$ cat config.mk
export PLATFORM = sky130hd
export DESIGN_NAME = cc_completion_builder
export DESIGN_NICKNAME = d
export VERILOG_FILES = /design/src/rtl/cc_cpl_pkg.sv /design/src/rtl/cc_desc_fifo.sv /design/src/rtl/cc_completion_builder.sv
export SDC_FILE = /design/constraint.sdc
export NUM_CORES = 1
export LEC_CHECK = 0
export CAP_MARGIN = 20
export CORE_UTILIZATION = 57
export DETAILED_ROUTE_END_ITERATION = 6
export PLACE_DENSITY = 0.86
export SLEW_MARGIN = 20
export SYNTH_ARGS = -nofsm -noshare
export SYNTH_HDL_FRONTEND = slang
export SYNTH_SLANG_ARGS = --single-unit
$ cat constraint.sdc
create_clock -name axis_clk -period 5 [get_ports axis_clk]
set_input_delay 1 -clock axis_clk [delete_from_list [all_inputs] [get_ports axis_clk]]
set_output_delay 1 -clock axis_clk [all_outputs]
set_load 0.05 [all_outputs]
$ cat src/rtl/cc_cpl_pkg.sv
// Shared definitions for the PCIe completer-completion builder: status codes,
// header field positions, FSM state type, descriptor layout and byte-count helper.
package cc_cpl_pkg;

    // Completion status codes
    localparam logic [2:0] CPL_STATUS_SC = 3'b000;
    localparam logic [2:0] CPL_STATUS_UR = 3'b001;

    // Header DW0 field positions
    localparam int unsigned DW0_BC_LSB   = 16;
    localparam int unsigned DW0_BC_W     = 13;
    localparam int unsigned DW0_LA_LSB   = 0;
    localparam int unsigned DW0_LA_W     = 7;
    // Header DW1 field positions
    localparam int unsigned DW1_REQ_LSB  = 16;
    localparam int unsigned DW1_REQ_W    = 16;
    localparam int unsigned DW1_ST_LSB   = 11;
    localparam int unsigned DW1_ST_W     = 3;
    localparam int unsigned DW1_DWC_LSB  = 0;
    localparam int unsigned DW1_DWC_W    = 11;
    // Header DW2 field positions
    localparam int unsigned DW2_ATTR_LSB = 28;
    localparam int unsigned DW2_ATTR_W   = 3;
    localparam int unsigned DW2_TC_LSB   = 25;
    localparam int unsigned DW2_TC_W     = 3;
    localparam int unsigned DW2_TAG_LSB  = 0;
    localparam int unsigned DW2_TAG_W    = 8;

    localparam int unsigned HDR_DWS = 3;

    typedef enum logic {
        StIdle,
        StSend
    } cc_state_e;

    // One queued successful-completion request
    typedef struct packed {
        logic [7:0]  tag;
        logic [15:0] req_id;
        logic [6:0]  lower_addr;
        logic [3:0]  first_be;
        logic [2:0]  tc;
        logic [2:0]  attr;
        logic [63:0] data;
    } cpl_desc_t;

    // Byte count of a single-DW request from its first byte enables
    function automatic logic [12:0] byte_count(input logic [3:0] first_be);
        logic [12:0] bc;
        casez (first_be)
            4'b1??1:                   bc = 13'd4;
            4'b01?1, 4'b1?10:          bc = 13'd3;
            4'b0011, 4'b0110, 4'b1100: bc = 13'd2;
            default:                   bc = 13'd1;
        endcase
        return bc;
    endfunction

    // Three header DWs packed as {DW2, DW1, DW0}
    function automatic logic [95:0] build_header(
        input logic [6:0]  lower_addr,
        input logic [3:0]  first_be,
        input logic [15:0] req_id,
        input logic [2:0]  status,
        input logic [10:0] dword_count,
        input logic [2:0]  tc,
        input logic [2:0]  attr,
        input logic [7:0]  tag
    );
        logic [31:0] dw0, dw1, dw2;
        dw0 = '0;
        dw1 = '0;
        dw2 = '0;
        dw0[DW0_BC_LSB +: DW0_BC_W]     = byte_count(first_be);
        dw0[DW0_LA_LSB +: DW0_LA_W]     = lower_addr;
        dw1[DW1_REQ_LSB +: DW1_REQ_W]   = req_id;
        dw1[DW1_ST_LSB +: DW1_ST_W]     = status;
        dw1[DW1_DWC_LSB +: DW1_DWC_W]   = dword_count;
        dw2[DW2_ATTR_LSB +: DW2_ATTR_W] = attr;
        dw2[DW2_TC_LSB +: DW2_TC_W]     = tc;
        dw2[DW2_TAG_LSB +: DW2_TAG_W]   = tag;
        return {dw2, dw1, dw0};
    endfunction

endpackage

$ cat src/rtl/cc_desc_fifo.sv
// Completion descriptor FIFO. Pointers carry one extra wrap bit so full and
// empty are distinguishable; a write is refused whenever full, even if a pop
// happens in the same cycle.
module cc_desc_fifo #(
    parameter int unsigned WIDTH = 8,
    parameter int unsigned DEPTH = 4
) (
    input  logic             clk_i,
    input  logic             rst_ni,
    input  logic             wr_en_i,
    input  logic [WIDTH-1:0] wr_data_i,
    input  logic             rd_en_i,
    output logic [WIDTH-1:0] rd_data_o,
    output logic             full_o,
    output logic             empty_o
);
    localparam int unsigned AW = $clog2(DEPTH);

    logic [WIDTH-1:0] mem_q [DEPTH];
    logic [AW:0]      wr_ptr_q, wr_ptr_d;
    logic [AW:0]      rd_ptr_q, rd_ptr_d;
    logic             wr_fire, rd_fire;

    assign full_o    = (wr_ptr_q[AW] != rd_ptr_q[AW]) && (wr_ptr_q[AW-1:0] == rd_ptr_q[AW-1:0]);
    assign empty_o   = (wr_ptr_q == rd_ptr_q);
    assign wr_fire   = wr_en_i && !full_o;
    assign rd_fire   = rd_en_i && !empty_o;
    assign rd_data_o = mem_q[rd_ptr_q[AW-1:0]];

    // Pointer advance
    always_comb begin
        wr_ptr_d = wr_ptr_q;
        rd_ptr_d = rd_ptr_q;
        if (wr_fire) wr_ptr_d = wr_ptr_q + {{AW{1'b0}}, 1'b1};
        if (rd_fire) rd_ptr_d = rd_ptr_q + {{AW{1'b0}}, 1'b1};
    end

    // Pointer and storage registers
    always_ff @(posedge clk_i or negedge rst_ni) begin
        if (!rst_ni) begin
            wr_ptr_q <= '0;
            rd_ptr_q <= '0;
            for (int i = 0; i < DEPTH; i++) mem_q[i] <= '0;
        end else begin
            wr_ptr_q <= wr_ptr_d;
            rd_ptr_q <= rd_ptr_d;
            if (wr_fire) mem_q[wr_ptr_q[AW-1:0]] <= wr_data_i;
        end
    end

endmodule

$ cat src/rtl/cc_completion_builder.sv
// Builds single-beat PCIe CC TLPs from queued successful completions and a
// one-entry unsupported-request slot, round-robin between the two.
// Optional feature: define CC_STATS_EN to add saturating cpl_count/ur_count outputs.
module cc_completion_builder
    import cc_cpl_pkg::*;
#(
    parameter int unsigned DATA_WIDTH = 256,
    parameter int unsigned PAYLOAD_DW = 2,
    parameter int unsigned DESC_DEPTH = 4
) (
    input  logic                    axis_clk,
    input  logic                    axis_aresetn,
    input  logic                    cpl_valid,
    output logic                    cpl_ready,
    input  logic [7:0]              cpl_tag,
    input  logic [15:0]             cpl_req_id,
    input  logic [6:0]              cpl_lower_addr,
    input  logic [3:0]              cpl_first_be,
    input  logic [2:0]              cpl_tc,
    input  logic [2:0]              cpl_attr,
    input  logic [63:0]             cpl_data,
    input  logic                    ur_valid,
    output logic                    ur_ready,
    input  logic [7:0]              ur_tag,
    input  logic [15:0]             ur_req_id,
    input  logic [6:0]              ur_lower_addr,
    input  logic [3:0]              ur_first_be,
    input  logic [2:0]              ur_tc,
    input  logic [2:0]              ur_attr,
    output logic                    ur_done,
`ifdef CC_STATS_EN
    output logic [15:0]             cpl_count,
    output logic [15:0]             ur_count,
`endif
    output logic [DATA_WIDTH-1:0]   m_axis_cc_tdata,
    output logic [DATA_WIDTH/32-1:0] m_axis_cc_tkeep,
    output logic                    m_axis_cc_tvalid,
    output logic                    m_axis_cc_tlast,
    input  logic                    m_axis_cc_tready,
    output logic [80:0]             m_axis_cc_tuser
);
    localparam int unsigned KEEP_W = DATA_WIDTH / 32;

    cc_state_e state_q, state_d;

    cpl_desc_t wr_desc, rd_desc;
    logic      fifo_full, fifo_empty;

    logic      cpl_pend, ur_pend, hs, load, grant_ur;
    logic      prio_ur_q, prio_ur_d;
    logic      cur_is_ur_q, cur_is_ur_d;
    logic      ur_done_q, ur_done_d;

    logic        ur_full_q, ur_full_d;
    logic [7:0]  ur_tag_q, ur_tag_d;
    logic [15:0] ur_req_id_q, ur_req_id_d;
    logic [6:0]  ur_lower_addr_q, ur_lower_addr_d;
    logic [3:0]  ur_first_be_q, ur_first_be_d;
    logic [2:0]  ur_tc_q, ur_tc_d;
    logic [2:0]  ur_attr_q, ur_attr_d;

    logic [DATA_WIDTH-1:0] tdata_q, tdata_d;
    logic [KEEP_W-1:0]     tkeep_q, tkeep_d;
    logic                  tlast_q, tlast_d;

    assign wr_desc = '{tag: cpl_tag, req_id: cpl_req_id, lower_addr: cpl_lower_addr,
                       first_be: cpl_first_be, tc: cpl_tc, attr: cpl_attr, data: cpl_data};

    cc_desc_fifo #(
        .WIDTH ($bits(cpl_desc_t)),
        .DEPTH (DESC_DEPTH)
    ) u_desc_fifo (
        .clk_i     (axis_clk),
        .rst_ni    (axis_aresetn),
        .wr_en_i   (cpl_valid),
        .wr_data_i (wr_desc),
        .rd_en_i   (load && !grant_ur),
        .rd_data_o (rd_desc),
        .full_o    (fifo_full),
        .empty_o   (fifo_empty)
    );

    assign cpl_ready        = !fifo_full;
    assign ur_ready         = !ur_full_q;
    assign cpl_pend         = !fifo_empty;
    assign ur_pend          = ur_full_q;
    assign m_axis_cc_tvalid = (state_q == StSend);
    assign hs               = m_axis_cc_tvalid && m_axis_cc_tready;
    assign m_axis_cc_tdata  = tdata_q;
    assign m_axis_cc_tkeep  = tkeep_q;
    assign m_axis_cc_tlast  = tlast_q;
    assign m_axis_cc_tuser  = '0;
    assign ur_done          = ur_done_q;

    // FSM next state, output-register load strobe and round-robin grant
    always_comb begin
        state_d  = state_q;
        load     = 1'b0;
        grant_ur = ur_pend && (!cpl_pend || prio_ur_q);
        unique case (state_q)
            StIdle: begin
                if (cpl_pend || ur_pend) begin
                    state_d = StSend;
                    load    = 1'b1;
                end
            end
            StSend: begin
                if (hs) begin
                    if (cpl_pend || ur_pend) load = 1'b1;
                    else                     state_d = StIdle;
                end
            end
            default: state_d = StIdle;
        endcase
    end

    // UR holding register: capture when empty, release when granted
    always_comb begin
        ur_full_d       = ur_full_q;
        ur_tag_d        = ur_tag_q;
        ur_req_id_d     = ur_req_id_q;
        ur_lower_addr_d = ur_lower_addr_q;
        ur_first_be_d   = ur_first_be_q;
        ur_tc_d         = ur_tc_q;
        ur_attr_d       = ur_attr_q;
        if (ur_valid && !ur_full_q) begin
            ur_full_d       = 1'b1;
            ur_tag_d        = ur_tag;
            ur_req_id_d     = ur_req_id;
            ur_lower_addr_d = ur_lower_addr;
            ur_first_be_d   = ur_first_be;
            ur_tc_d         = ur_tc;
            ur_attr_d       = ur_attr;
        end
        if (load && grant_ur) ur_full_d = 1'b0;
    end

    // Output beat assembly; contents only change on a load, so they hold under backpressure
    always_comb begin
        tdata_d     = tdata_q;
        tkeep_d     = tkeep_q;
        tlast_d     = tlast_q;
        cur_is_ur_d = cur_is_ur_q;
        prio_ur_d   = prio_ur_q;
        ur_done_d   = hs && cur_is_ur_q;
        if (load) begin
            tdata_d     = '0;
            tkeep_d     = '0;
            tlast_d     = 1'b1;
            cur_is_ur_d = grant_ur;
            prio_ur_d   = !grant_ur;
            if (grant_ur) begin
                tdata_d[95:0] = build_header(ur_lower_addr_q, ur_first_be_q, ur_req_id_q,
                                             CPL_STATUS_UR, 11'd0, ur_tc_q, ur_attr_q, ur_tag_q);
                tkeep_d[HDR_DWS-1:0] = '1;
            end else begin
                tdata_d[95:0] = build_header(rd_desc.lower_addr, rd_desc.first_be,
                                             rd_desc.req_id, CPL_STATUS_SC, 11'(PAYLOAD_DW),
                                             rd_desc.tc, rd_desc.attr, rd_desc.tag);
                for (int i = 0; i < PAYLOAD_DW; i++) begin
                    tdata_d[32*(HDR_DWS+i) +: 32] = rd_desc.data[32*i +: 32];
                end
                for (int i = 0; i < HDR_DWS + PAYLOAD_DW; i++) tkeep_d[i] = 1'b1;
            end
        end
    end

    // State registers
    always_ff @(posedge axis_clk or negedge axis_aresetn) begin
        if (!axis_aresetn) begin
            state_q         <= StIdle;
            prio_ur_q       <= 1'b0;
            cur_is_ur_q     <= 1'b0;
            ur_done_q       <= 1'b0;
            ur_full_q       <= 1'b0;
            ur_tag_q        <= '0;
            ur_req_id_q     <= '0;
            ur_lower_addr_q <= '0;
            ur_first_be_q   <= '0;
            ur_tc_q         <= '0;
            ur_attr_q       <= '0;
            tdata_q         <= '0;
            tkeep_q         <= '0;
            tlast_q         <= 1'b0;
        end else begin
            state_q         <= state_d;
            prio_ur_q       <= prio_ur_d;
            cur_is_ur_q     <= cur_is_ur_d;
            ur_done_q       <= ur_done_d;
            ur_full_q       <= ur_full_d;
            ur_tag_q        <= ur_tag_d;
            ur_req_id_q     <= ur_req_id_d;
            ur_lower_addr_q <= ur_lower_addr_d;
            ur_first_be_q   <= ur_first_be_d;
            ur_tc_q         <= ur_tc_d;
            ur_attr_q       <= ur_attr_d;
            tdata_q         <= tdata_d;
            tkeep_q         <= tkeep_d;
            tlast_q         <= tlast_d;
        end
    end

`ifdef CC_STATS_EN
    logic [15:0] cpl_count_q, cpl_count_d;
    logic [15:0] ur_count_q, ur_count_d;

    assign cpl_count = cpl_count_q;
    assign ur_count  = ur_count_q;

    // Saturating counts of TLPs accepted downstream
    always_comb begin
        cpl_count_d = cpl_count_q;
        ur_count_d  = ur_count_q;
        if (hs && !cur_is_ur_q && cpl_count_q != 16'hFFFF) cpl_count_d = cpl_count_q + 16'd1;
        if (hs && cur_is_ur_q && ur_count_q != 16'hFFFF)   ur_count_d  = ur_count_q + 16'd1;
    end

    // Counter registers
    always_ff @(posedge axis_clk or negedge axis_aresetn) begin
        if (!axis_aresetn) begin
            cpl_count_q <= '0;
            ur_count_q  <= '0;
        end else begin
            cpl_count_q <= cpl_count_d;
            ur_count_q  <= ur_count_d;
        end
    end
`endif

endmodule

==> tab_implementation.tex <==
\begin{tabular}{lr}
\hline
Metric & Value \\
\hline
\multicolumn{2}{l}{\textbf{STA}} \\
\quad Time the worst path needs with I/O delays and setup & $\sim$3.8 ns \\
\quad Setup repair after global routing missed its margin & false \\
\quad Number of slew-limit violations in the final report & 0 \\
\quad Total Negative Setup Slacks & 0 ns \\
\quad Fin Clk Skew & 0.0147 ns \\
\quad Worst max-slew margin expressed relative to the limit & roughly a third \\
\quad Period utilization & 76.8\% \\
\quad Final setup violating endpoints & 0 \\
\quad Peak clock frequency supported by timing & 0.261 GHz \\
\quad Final-layout worst hold slack & 0.475 ns \\
\quad Slew at the pin closest to its max-slew limit & about 1.0 ns \\
\quad Total count of hold-check failures in the final report & 0 \\
\multicolumn{2}{l}{\textbf{Logic synthesis}} \\
\quad Proportion of synthesized flip-flops having asynchronous set or reset & 100\% \\
\quad Number of warnings reported in the yosys synthesis log & 0 \\
\quad Seq/Total Area, Yosys & 53.8\% \\
\quad Netlist Area Pre-Place & around 27,000 µm² \\
\quad Fraction of the mapped netlist area in simple logic gates & 1.34\% \\
\quad Xor and xnor fraction of the mapped netlist area & 0.322\% \\
\quad FF+latch count, synth & 577 \\
\quad Number of distinct library cells after synthesis & between 40 and 50 \\
\quad EDFF count, synth & 0 \\
\quad Gate Count Post-Synth & about 1,700 \\
\quad Fraction of synthesized area in multiplexers & 30.9\% \\
\quad Main combinational cell family by area after synthesis & multiplexers \\
\quad Adder and majority cell fraction of the synthesized area & 0.233\% \\
\quad Synthesized-area fraction occupied by ao, oa, aoi and oai cells & 4.25\% \\
\quad Top\_reg\_cell synth & dfrtp\_1 \\
\quad Mapped Avg Cell Area & 15.6 µm² \\
\multicolumn{2}{l}{\textbf{Critical path}} \\
\quad Crit Path Category & flop to output pin \\
\quad Sequence of cells on the critical path & xnor2\_1 > nand3\_1 > clkdlybuf4s50\_1 \\
\quad Data required, critical path & 4.00 ns \\
\quad Buffers plus inverters on the worst setup path & 1 \\
\quad Worst r2r dst & u\_desc\_fifo.mem\_q[300]\$\_DFFE\_PN0P\_ \\
\quad Launch point of the worst reg-to-reg path & u\_desc\_fifo.rd\_ptr\_q[0]\$\_DFFE\_PN0P\_ \\
\quad Max stage delay on crit path & just under 0.8 ns \\
\quad Critical Path End Type & output pin \\
\quad Critical path launch point type & flop \\
\quad Critical path's top delay family & buffers and inverters \\
\quad Cell type of the slowest stage on the worst timing path & clkdlybuf4s50\_1 \\
\quad Worst EP arrival & 2.84 ns \\
\quad Internal reg-to-reg setup slack & 1.78 ns \\
\quad Critical path fanouts, max & 25 \\
\quad Cell depth of the worst flop-to-flop path & 5 \\
\multicolumn{2}{l}{\textbf{Routing}} \\
\quad Total number of vias & 14,757 \\
\quad Antenna Nets Post-Route & 0 \\
\quad Post-route DRC violation count & 0 \\
\quad Number of DRC violations after detailed-routing iteration 0 & 971 \\
\quad Avg Vias per Cell & roughly 5.6 \\
\quad Top layer in use & met5 \\
\quad Total wire length after detailed routing & 60,100 µm \\
\quad Metal2 WL & 30,600 µm \\
\quad Number of detailed-route iterations in the first pass & 5 \\
\quad Met1 WL & 24,500 µm \\
\quad Average wire per cell in the routed design & 23.0 µm \\
\quad Metal3 WL & 3620 µm \\
\multicolumn{2}{l}{\textbf{Power}} \\
\quad Combinational Power Share & 44.0\% \\
\quad Net switching power figure & a little over 0.008 W \\
\quad Leakage power total & 14.3 nW \\
\quad Post-route total power & 0.0232 W \\
\quad Total power per unit cell area & 747 nW/µm² \\
\quad Sequential cell fraction of total power & 36.5\% \\
\quad Net switching fraction of the power & 35.5\% \\
\quad Clock network fraction of total power & 19.5\% \\
\quad Max VDD drop & 484 µV \\
\quad Internal portion of total power & 0.0150 W \\
\multicolumn{2}{l}{\textbf{Placement}} \\
\quad Port Buffers & 266 \\
\quad Placer Congestion & 0.796 \\
\quad Placed cell count & around 2,500 \\
\quad Sum of net half-perimeters after detailed placement & around 37,000 µm \\
\quad Placed instance area & a little under 30,000 µm² \\
\multicolumn{2}{l}{\textbf{Global route}} \\
\quad Global router's overall resource usage & between 20 and 30\% \\
\quad Number of global-route vias before repair & 15,964 \\
\quad Global-route wire length before repair & 93,100 µm \\
\quad Residual overflow from global routing & 0 \\
\quad Antenna violations before repair & 6 \\
\quad Largest net degree at the start of global routing & $\sim$110 \\
\multicolumn{2}{l}{\textbf{CTS}} \\
\quad Number of instances resized during post-cts repair & 0 \\
\quad Clock-pin slew on the worst setup and hold paths & around 0.06 ns \\
\quad Number of CTS-inserted buffers & 58 \\
\quad TritonCTS clock tree & yes \\
\quad Count of buffers added by post-CTS timing repair for setup & 0 \\
\quad Number of clock sinks seen by CTS & 577 \\
\quad Worst-case clock buffer depth & 3 \\
\quad Worst-skew pair later-pin latency & 0.61 ns \\
\quad Max H-tree Level & 2 \\
\quad Number of hold buffers added after CTS & 0 \\
\quad Root Buffer Master & clkbuf\_16 \\
\multicolumn{2}{l}{\textbf{Min path}} \\
\quad Start point of the worst hold path & ur\_lower\_addr\_q[2]\$\_DFFE\_PN0P\_ \\
\quad Number of stages on the worst hold path & 1 \\
\quad Hold Crit Class & flop to flop \\
\quad Min-Delay Endpoint & m\_axis\_cc\_tdata[2]\$\_DFFE\_PN0P\_ \\
\multicolumn{2}{l}{\textbf{Status}} \\
\quad Result of the run & complete, no violations \\
\multicolumn{2}{l}{\textbf{Final layout}} \\
\quad Commonest cells after routing, fill and taps aside & dfrtp\_1 (575), mux2\_2 (272), clkdlybuf4s50\_1 (265), conb\_1 (234), mux2\_4 (190) \\
\quad Final non-filler cell total & 2,618 \\
\quad Area growth from synthesis to layout & 15.9\% \\
\quad Proportion of layout cells with a drive suffix above 1 & 34.8\% \\
\quad Final Net Count & 2,115 \\
\quad Most common library cell in the layout ignoring fill and taps & dfrtp\_1 \\
\quad Area of all placed cells without fillers & 31,100 µm² \\
\multicolumn{2}{l}{\textbf{Floorplanning}} \\
\quad Total number of placement rows & 79 \\
\quad Die X-Extent & 219 µm \\
\quad Die Area & 47,900 µm² \\
\quad Initial Util & 57.7\% \\
\quad Area of the core region & 46,500 µm² \\
\quad I/O pin cnt & 501 \\
\quad Die Ht & $\sim$220 µm \\
\multicolumn{2}{l}{\textbf{Run}} \\
\quad Number of maximum-capacitance violations & 0 \\
\hline
\end{tabular}
## layout make-up
class / instances / area (µm²)
Fill cell: 3057 / 15400
Sequential cell: 577 / 14400
Multi-Input combinational cell: 1027 / 10900
Timing Repair Buffer: 290 / 2970
Clock buffer: 87 / 1720
Tap cell: 607 / 759
Clock inverter: 19 / 285
Inverter: 5 / 18.8
Antenna cell: 6 / 15.0
## flip-flops by register name, summed over array words and instances (netlist names)
signal	flops
m_axis_cc_tvalid	1
ur_tag_q	8
ur_req_id_q	16
ur_tc_q	3
u_desc_fifo.rd_ptr_q	3
ur_first_be_q	4
m_axis_cc_tdata	105
ur_attr_q	3
u_desc_fifo.wr_ptr_q	3
m_axis_cc_tkeep	2
ur_done	1
u_desc_fifo.mem_q	420
ur_lower_addr_q	7
ur_full_q	1
## through the flow
stage                     worst slack (ns)  utilization [%]
after floorplan                       2.73                -
after global placement                1.48             62.6
after detailed placement              1.45             62.6
after CTS                             1.13             66.9
after global routing                  1.10             66.9
final                                 1.16             66.9
## cell usage after synthesis, types with 3 or more instances
master      n  share of area (%)
a21boi_0    4               0.11
a21o_1      8               0.22
a22o_1     71                2.3
a32oi_1    32                1.0
and2_1      3              0.070
buf_1       3              0.042
buf_2      47               0.88
buf_4     242                6.8
buf_6      23               0.97
clkbuf_1   30               0.42
dfrtp_1   577                 54
ha_1        5               0.23
inv_1       5              0.070
mux2_2    272                 11
mux2_4    190                 11
mux4_2    105                8.8
nand2_1    65               0.91
nand2_4     4               0.17
nor2_1      3              0.042
xnor2_1     5               0.16
xor2_1      3              0.098
## worst max-delay path by stage
stage	endpoint	from	cells past startpoint
6_report	cpl_ready	u_desc_fifo.rd_ptr_q[0]$_DFFE_PN0P_	3
3_5_place_dp	u_desc_fifo.mem_q[295]$_DFFE_PN0P_	cpl_valid	6
5_1_grt	cpl_ready	u_desc_fifo.rd_ptr_q[0]$_DFFE_PN0P_	3
3_3_place_gp	u_desc_fifo.mem_q[313]$_DFFE_PN0P_	cpl_valid	6
4_1_cts	cpl_ready	u_desc_fifo.rd_ptr_q[0]$_DFFE_PN0P_	3
2_1_floorplan	cpl_ready	u_desc_fifo.rd_ptr_q[1]$_DFFE_PN0P_	3
## power groups by stage
stage	Combinational, W	Sequential (W)	Clock (W)
global placement	0.00992	0.00827	0
detailed placement	0.0102	0.00846	0
floorplan	0.00710	0.00905	0
CTS	0.0103	0.00844	0.00460
global route	0.0108	0.00872	0.00478
finish	0.0102	0.00849	0.00453
## per-layer routing
metal | GRT usage [%] | vias up
met3 | 5.27 | 99
met1 | 33.3 | 7894
met2 | 42.5 | 513
met4 | 8.24 | 2
met5 | 0 | -
li1 | - | 6249
## logic make-up (layout without fill, tap and decap cells)
kind of cell | count (synthesis) | after routing
AOI/OAI and AO/OA | 130 | 130
xor gates and xnor gates | 9 | 9
adders and majority gates | 5 | 5
buffers and inverters | 350 | 401
DFF | 577 | 577
muxes | 567 | 567
other | 1 | 240
and+or+nand+nor | 82 | 82
Note: power is estimated with default switching activity, not from simulation.
